==> src/rtl/la_trigger_capture.sv <==
// la_trigger_capture: triggered 4-channel sample capture for the logic-analyzer display.
// Samples logic_in_i once per divider tick into a Depth-entry circular buffer. After an arm
// request it collects PreTrig samples of history, then waits for the selected edge (or an
// auto timeout), fills the rest of the frame and freezes it for the column renderer.
//
// Ports:
//   clk_i, rst_i        clock, asynchronous active-high reset
//   logic_in_i[3:0]     channel inputs
//   speed_switch_i      sample rate select (0: DivSlow, 1: DivFast clocks per sample)
//   arm_i               pulse: start a new capture (aborts any capture in progress)
//   trig_ch_i[1:0]      trigger channel; trig_rising_i selects rising (1) / falling (0)
//   auto_mode_i         force a trigger after AutoTimeout waiting samples
//   continuous_i        re-arm on frame_ack_i when a frame is complete
//   frame_ack_i         pulse: renderer finished drawing the frame
//   rd_addr_i[6:0]      column index, 0 = oldest sample
//   rd_data_o[3:0]      sample at rd_addr_i, 0 when out of range or no frozen frame
//   frame_valid_o       frozen frame available
//   forced_o            last trigger came from the auto timeout
//   cap_state_o[2:0]    FSM state: 0 idle, 1 pre, 2 wait, 3 post, 4 done
module la_trigger_capture #(
    parameter int unsigned Depth       = 96,
    parameter int unsigned PreTrig     = 32,
    parameter int unsigned DivSlow     = 50000,
    parameter int unsigned DivFast     = 10000,
    parameter int unsigned AutoTimeout = 256
) (
    input  logic       clk_i,
    input  logic       rst_i,
    input  logic [3:0] logic_in_i,
    input  logic       speed_switch_i,
    input  logic       arm_i,
    input  logic [1:0] trig_ch_i,
    input  logic       trig_rising_i,
    input  logic       auto_mode_i,
    input  logic       continuous_i,
    input  logic       frame_ack_i,
    input  logic [6:0] rd_addr_i,
    output logic [3:0] rd_data_o,
    output logic       frame_valid_o,
    output logic       forced_o,
    output logic [2:0] cap_state_o
);

    localparam int unsigned PtrW   = 7;
    localparam int unsigned DivMax = (DivSlow > DivFast) ? DivSlow : DivFast;
    localparam int unsigned DivW   = (DivMax < 2) ? 1 : $clog2(DivMax);
    localparam int unsigned CntMax = (AutoTimeout > Depth) ? AutoTimeout : Depth;
    localparam int unsigned CntW   = $clog2(CntMax + 1);

    typedef enum logic [2:0] {
        StIdle = 3'd0,
        StPre  = 3'd1,
        StWait = 3'd2,
        StPost = 3'd3,
        StDone = 3'd4
    } state_e;

    // ---------------- sample-rate divider ----------------
    logic [DivW-1:0] div_q;
    logic [DivW-1:0] div_last;
    logic            speed_q;
    logic            spd_chg;
    logic            tick;

    assign div_last = speed_switch_i ? DivW'(DivFast - 1) : DivW'(DivSlow - 1);
    assign spd_chg  = (speed_switch_i != speed_q);
    assign tick     = !spd_chg && (div_q == div_last);

    always_ff @(posedge clk_i or posedge rst_i) begin
        if (rst_i) begin
            div_q   <= '0;
            speed_q <= 1'b0;
        end else begin
            speed_q <= speed_switch_i;
            if (spd_chg || tick) div_q <= '0;
            else                 div_q <= div_q + 1'b1;
        end
    end

    // ---------------- sampled history and edge detect ----------------
    // sample_q holds the previous tick's sample; the current one is logic_in_i at the tick.
    logic [3:0] sample_q;
    logic       edge_hit;

    always_ff @(posedge clk_i or posedge rst_i) begin
        if (rst_i)     sample_q <= '0;
        else if (tick) sample_q <= logic_in_i;
    end

    always_comb begin
        edge_hit = 1'b0;
        if (tick) begin
            if (trig_rising_i) edge_hit = !sample_q[trig_ch_i] && logic_in_i[trig_ch_i];
            else               edge_hit = sample_q[trig_ch_i] && !logic_in_i[trig_ch_i];
        end
    end

    // ---------------- capture FSM ----------------
    state_e            state_q;
    logic [CntW-1:0]   cnt_q;
    logic [PtrW-1:0]   wr_ptr_q;
    logic [PtrW-1:0]   start_q;
    logic              frame_valid_q;
    logic              forced_q;

    // A restart is folded in before the tick logic so that a tick in the same cycle
    // becomes the first PRE write at index 0.
    logic              restart;
    state_e            st_eff;
    logic [CntW-1:0]   cnt_eff;
    logic [PtrW-1:0]   ptr_eff;
    logic [PtrW-1:0]   ptr_inc;
    logic [PtrW-1:0]   trig_start;
    logic              wr_en;

    always_comb begin
        restart    = arm_i || ((state_q == StDone) && frame_ack_i && continuous_i);
        st_eff     = restart ? StPre : state_q;
        cnt_eff    = restart ? '0 : cnt_q;
        ptr_eff    = restart ? '0 : wr_ptr_q;
        ptr_inc    = (ptr_eff == PtrW'(Depth - 1)) ? '0 : ptr_eff + 1'b1;
        trig_start = (ptr_eff >= PtrW'(PreTrig)) ? ptr_eff - PtrW'(PreTrig)
                                                 : ptr_eff + PtrW'(Depth - PreTrig);
        wr_en      = tick && ((st_eff == StPre) || (st_eff == StWait) || (st_eff == StPost));
    end

    always_ff @(posedge clk_i or posedge rst_i) begin
        if (rst_i) begin
            state_q       <= StIdle;
            cnt_q         <= '0;
            wr_ptr_q      <= '0;
            start_q       <= '0;
            frame_valid_q <= 1'b0;
            forced_q      <= 1'b0;
        end else begin
            state_q  <= st_eff;
            cnt_q    <= cnt_eff;
            wr_ptr_q <= ptr_eff;
            if (restart) frame_valid_q <= 1'b0;
            if (wr_en) begin
                wr_ptr_q <= ptr_inc;
                unique case (st_eff)
                    StPre: begin
                        if (cnt_eff == CntW'(PreTrig - 1)) begin
                            state_q <= StWait;
                            cnt_q   <= '0;
                        end else begin
                            cnt_q <= cnt_eff + 1'b1;
                        end
                    end
                    StWait: begin
                        // cnt saturates so a late auto_mode enable triggers on the next tick
                        if (edge_hit || (auto_mode_i && (cnt_eff == CntW'(AutoTimeout - 1)))) begin
                            state_q  <= StPost;
                            cnt_q    <= '0;
                            start_q  <= trig_start;
                            forced_q <= !edge_hit;
                        end else if (cnt_eff != CntW'(AutoTimeout - 1)) begin
                            cnt_q <= cnt_eff + 1'b1;
                        end
                    end
                    StPost: begin
                        if (cnt_eff == CntW'(Depth - PreTrig - 2)) begin
                            state_q       <= StDone;
                            frame_valid_q <= 1'b1;
                        end else begin
                            cnt_q <= cnt_eff + 1'b1;
                        end
                    end
                    default: ;
                endcase
            end
        end
    end

    // ---------------- sample buffer (no reset, contents don't-care) ----------------
    logic [3:0] mem_q [Depth];

    always_ff @(posedge clk_i) begin
        if (wr_en) mem_q[ptr_eff] <= logic_in_i;
    end

    // ---------------- frame read-out ----------------
    logic [PtrW:0]   rd_sum;
    logic [PtrW:0]   rd_wrap;
    logic [PtrW-1:0] rd_idx;

    always_comb begin
        rd_sum    = {1'b0, start_q} + {1'b0, rd_addr_i};
        rd_wrap   = rd_sum - (PtrW + 1)'(Depth);
        rd_idx    = (rd_sum >= (PtrW + 1)'(Depth)) ? rd_wrap[PtrW-1:0] : rd_sum[PtrW-1:0];
        rd_data_o = '0;
        if (frame_valid_q && (state_q == StDone) && (rd_addr_i < PtrW'(Depth))) begin
            rd_data_o = mem_q[rd_idx];
        end
    end

    assign frame_valid_o = frame_valid_q;
    assign forced_o      = forced_q;
    assign cap_state_o   = state_q;

endmodule

==> config.mk <==
export PLATFORM = sky130hd
export DESIGN_NAME = la_trigger_capture
export DESIGN_NICKNAME = d
export VERILOG_FILES = /design/src/rtl/la_trigger_capture.sv
export SDC_FILE = /design/constraint.sdc
export NUM_CORES = 1
export LEC_CHECK = 0
export CAP_MARGIN = 20
export CORE_UTILIZATION = 56
export CTS_BUF_LIST = sky130_fd_sc_hd__clkbuf_8
export DETAILED_ROUTE_END_ITERATION = 12
export DONT_BUFFER_PORTS = 1
export PLACE_DENSITY_LB_ADDON = 0.05
export SLEW_MARGIN = 5
export SYNTH_ARGS = -nofsm -noshare
export SYNTH_HDL_FRONTEND = slang
export SYNTH_SLANG_ARGS = --single-unit
==> constraint.sdc <==
create_clock -name clk_i -period 6.35 [get_ports clk_i]
set_clock_uncertainty 0.2 [all_clocks]
set_input_delay 0.635 -clock clk_i [delete_from_list [all_inputs] [get_ports clk_i]]
set_output_delay 0.635 -clock clk_i [all_outputs]
set_load 0.02 [all_outputs]
==> flow_metrics.py <==
metrics = {
    "run_status": {
        "status": "complete, no violations",
    },
    "hold_path": {
        "hold_class": "input pin to flip-flop",
    },
    "worst_setup_path": {
        "cpPeakStageDelay_ps": 1140,
        "start_kind": "flip-flop",
        "crit_buf_inv": 1,
        "critPathMaxFanout": 56,
        "cp_common_cell": "mux4_2",
        "end_kind": "output pin",
        "crit_family": "adder cells",
        "cp.required_ps": 5510,
        "cp_slowest_cell": "fa_4",
        "crit_arrival_ps": 4430,
        "crit_chain": "ha_4 > fa_4 > buf_12 > mux4_2 > mux4_2 > mux2i_1 > nor2_1 > a221o_1",
        "crit_type": "flip-flop to output pin",
    },
    "power": {
        "power_leakage_nw": 6.75,
        "power.density_nw_per_um2": 270,
        "vdd_drop_max_mv": 0.216,
    },
    "die": {
        "core_sq_um": 32500,
        "dieArea_sq_um": 33600,
        "fp-row-count": 66,
        "dieWidth_um": 183,
        "start_util_pct": 56.7,
        "ios": 30,
        "chipHeight_um": 183,
    },
    "global_route": {
        "overflow": 0,
        "grt_max_degree": 98,
        "grt_pass1_vias": 9882,
        "antenna_found_initial": 0,
        "grt_pass1_wl_um": 61100,
        "globalRouteTotalUtil_pct": 25.3,
    },
    "placement": {
        "placed_cells": 1496,
        "port_buffers": 0,
        "gp_congestion": 0.820,
        "dp_slack_ps": 1470,
        "hpwl_um": 24200,
    },
    "routing": {
        "drt-total-wl_um": 40400,
        "drtIter0Drc": 947,
        "num_vias": 9806,
        "drtPass1Iterations": 5,
        "wire_per_inst_um": 24.8,
        "vias_per_cell": 6.03,
        "drtAntennaViolNets": 0,
        "drc": 0,
    },
    "synth": {
        "synthCells": 1090,
        "yosysTopAreaCell": "edfxtp_1",
        "synthTopCellsByArea": "edfxtp_1 63%, mux4_2 14%, dfrtp_1 6.7%, nor2_1 3.2%, nand2_1 1.2%",
        "synth.avg_cell_area_sq_um": 16.9,
        "ys_ff_latch": 433,
        "yosysTopAreaCellShare_pct": 62.6,
        "synthFlopType": "edfxtp_1",
        "ys_async_sr_fraction_pct": 11.3,
        "synth_edf_count": 384,
        "synth_cell_types": 68,
        "ys_seq_area_share_pct": 69.3,
        "yosysWarnings": 0,
        "syn_area_sq_um": 18400,
        "synth.net_count": 1129,
        "synth_most_common_cell": "edfxtp_1",
        "ys_top_cells_by_count": "384 x edfxtp_1, 156 x nor2_1, 114 x mux4_2",
    },
    "cells_and_area": {
        "stdcell_count": 1625,
        "layout-drive-gt1-share_pct": 21.1,
        "finalNetCount": 1172,
        "fillers": 2373,
        "diodes": 0,
        "seqCellArea_sq_um": 12800,
        "area_growth_pct": 10.3,
        "multi_input_area_sq_um": 5430,
    },
    "clock_tree": {
        "cts_tree": "built",
        "cts_max_path_buffers": 3,
        "htreeDepth": 3,
        "cts_sinks": 433,
        "cts_setup_buffers": 0,
        "numCtsBuffers": 70,
        "clk_latency_ps": 600,
        "clkSlewWorstSetupHoldPaths_ps": 60,
        "cts-root-buf": "clkbuf_8",
    },
    "sta": {
        "rsz0062_at_grt": "no",
        "setup_tns_ps": 0,
        "tightest_slew_ps": 1070,
        "worst_slack_ps": 1080,
        "max_freq_mhz": 190,
        "maxSlewViolCount": 0,
        "hold_violations": 0,
        "maxSlewHeadroom_pct": 28.3,
        "fin_crit_ps": 5270,
        "fin_hold_ws_ps": 164,
        "fin_crit_sh_pct": 82.9,
        "setup_viol": 0,
    },
    "job": {
        "cap_violations": 0,
    },
}
[metrics by stage]
step / power [mW] / util, % / cell area [sq um]
floorplan: 3.32 / - / 18400
finish: 5.49 / 62.6 / 20300
CTS: 5.55 / 62.6 / 20300
global placement: 3.37 / 58.3 / 18900
detailed placement: 3.37 / 58.4 / 18900
global route: 5.68 / 62.6 / 20300
[worst reg2reg max path: cells and delay by family (launching register included)]
family,cells,cell delay (ps)
AND/OR/NAND/NOR,5,2820
AO/OA/AOI/OAI,1,440
flip-flops,1,640
[cells in the final DEF, fill, tap and decap left out, types with 3 or more instances in the layout]
cell / synthesis / routed
mux4_2: 114 / 114
nor2b_1: 6 / 6
clkinv_1: 0 / 12
and2_1: 5 / 5
mux2_2: 11 / 11
a221o_1: 4 / 4
clkbuf_8: 0 / 74
nand3_1: 24 / 24
dlygate4sd3_1: 0 / 3
a21o_1: 4 / 4
clkinv_2: 0 / 9
o211ai_1: 9 / 9
or3_1: 5 / 5
buf_4: 0 / 13
nor2_1: 156 / 156
a21oi_1: 19 / 19
dfrtp_1: 49 / 49
nand4_1: 10 / 10
nand3b_1: 3 / 3
mux2i_1: 18 / 18
and3_1: 11 / 11
or4_1: 4 / 4
nor4_1: 3 / 3
xor2_1: 15 / 14
buf_16: 0 / 4
o21ai_1: 7 / 7
ha_1: 17 / 16
nor4b_1: 3 / 3
nor3_1: 6 / 6
nand2_1: 61 / 61
inv_1: 15 / 38
nand2b_1: 3 / 3
a211oi_1: 3 / 3
xnor2_1: 10 / 9
edfxtp_1: 384 / 384
o21ai_0: 21 / 21
[final cells by class]
class | count | area share [%]
clock buffers | 74 | 5.02
flip-flops and latches | 433 | 62.8
multi-input cells | 590 | 26.7
clock inverters | 48 | 1.00
repair buffers | 23 | 1.42
well taps | 442 | 2.72
inverters | 15 | 0.277
[metal layers]
layer / vias up / global-route usage [%] / routed length (um)
met5: - / 0 / 0
met4: 0 / 6.97 / 805
met3: 62 / 5.00 / 2560
met2: 356 / 39.8 / 19500
met1: 4994 / 36.4 / 17500
li1: 4394 / - / -
[timing repair]
item / 4_1_cts / 5_1_grt
hold buffers: 7 / 0
hold endpoints to repair: 439 / 0
gates resized for setup: 0 / 0
[where the power goes]
part	internal, mW	total [mW]	switching, mW
sequential	3.10	3.11	0.00191
combinational	0.109	0.253	0.144
clock	1.08	2.13	1.06
[cells by family (layout without fill, tap and decap cells)]
group | after synthesis | after routing | synth area share (%)
XOR/XNOR | 25 | 25 | 1.19
adder cells (fa/ha/maj) | 18 | 18 | 1.26
flip-flops | 433 | 433 | 69.3
multiplexers | 143 | 143 | 15.6
AND/OR/NAND/NOR | 315 | 315 | 8.01
AO/OA/AOI/OAI | 89 | 89 | 3.14
buffers and inverters | 67 | 160 | 1.52
[path summary, 6_finish.rpt]
check | start | slack, ps | cells past startpoint | end
setup / recovery | start_q[0] | 1080 | 8 | rd_data_o[3]
hold / removal | arm_i | 160 | 3 | cap_state_o[1]
setup reg to reg | cap_state_o[2] | 1890 | 6 | mem_q[44][3]
hold reg to reg | div_q[0] | 250 | 1 | div_q[0]
max in group asynchronous | rst_i | 5020 | 3 | start_q[4]
min in group asynchronous | rst_i | 480 | 3 | div_q[12]
[registers in the layout, indices dropped and copies added, names as in the netlist]
name and cells:
cap_state_o 3, cnt_q 9, div_q 16, forced_o 1, frame_valid_o 1, mem_q 384
sample_q 4, speed_q 1, start_q 7, wr_ptr_q 7
(Power assumes the default switching activity.)
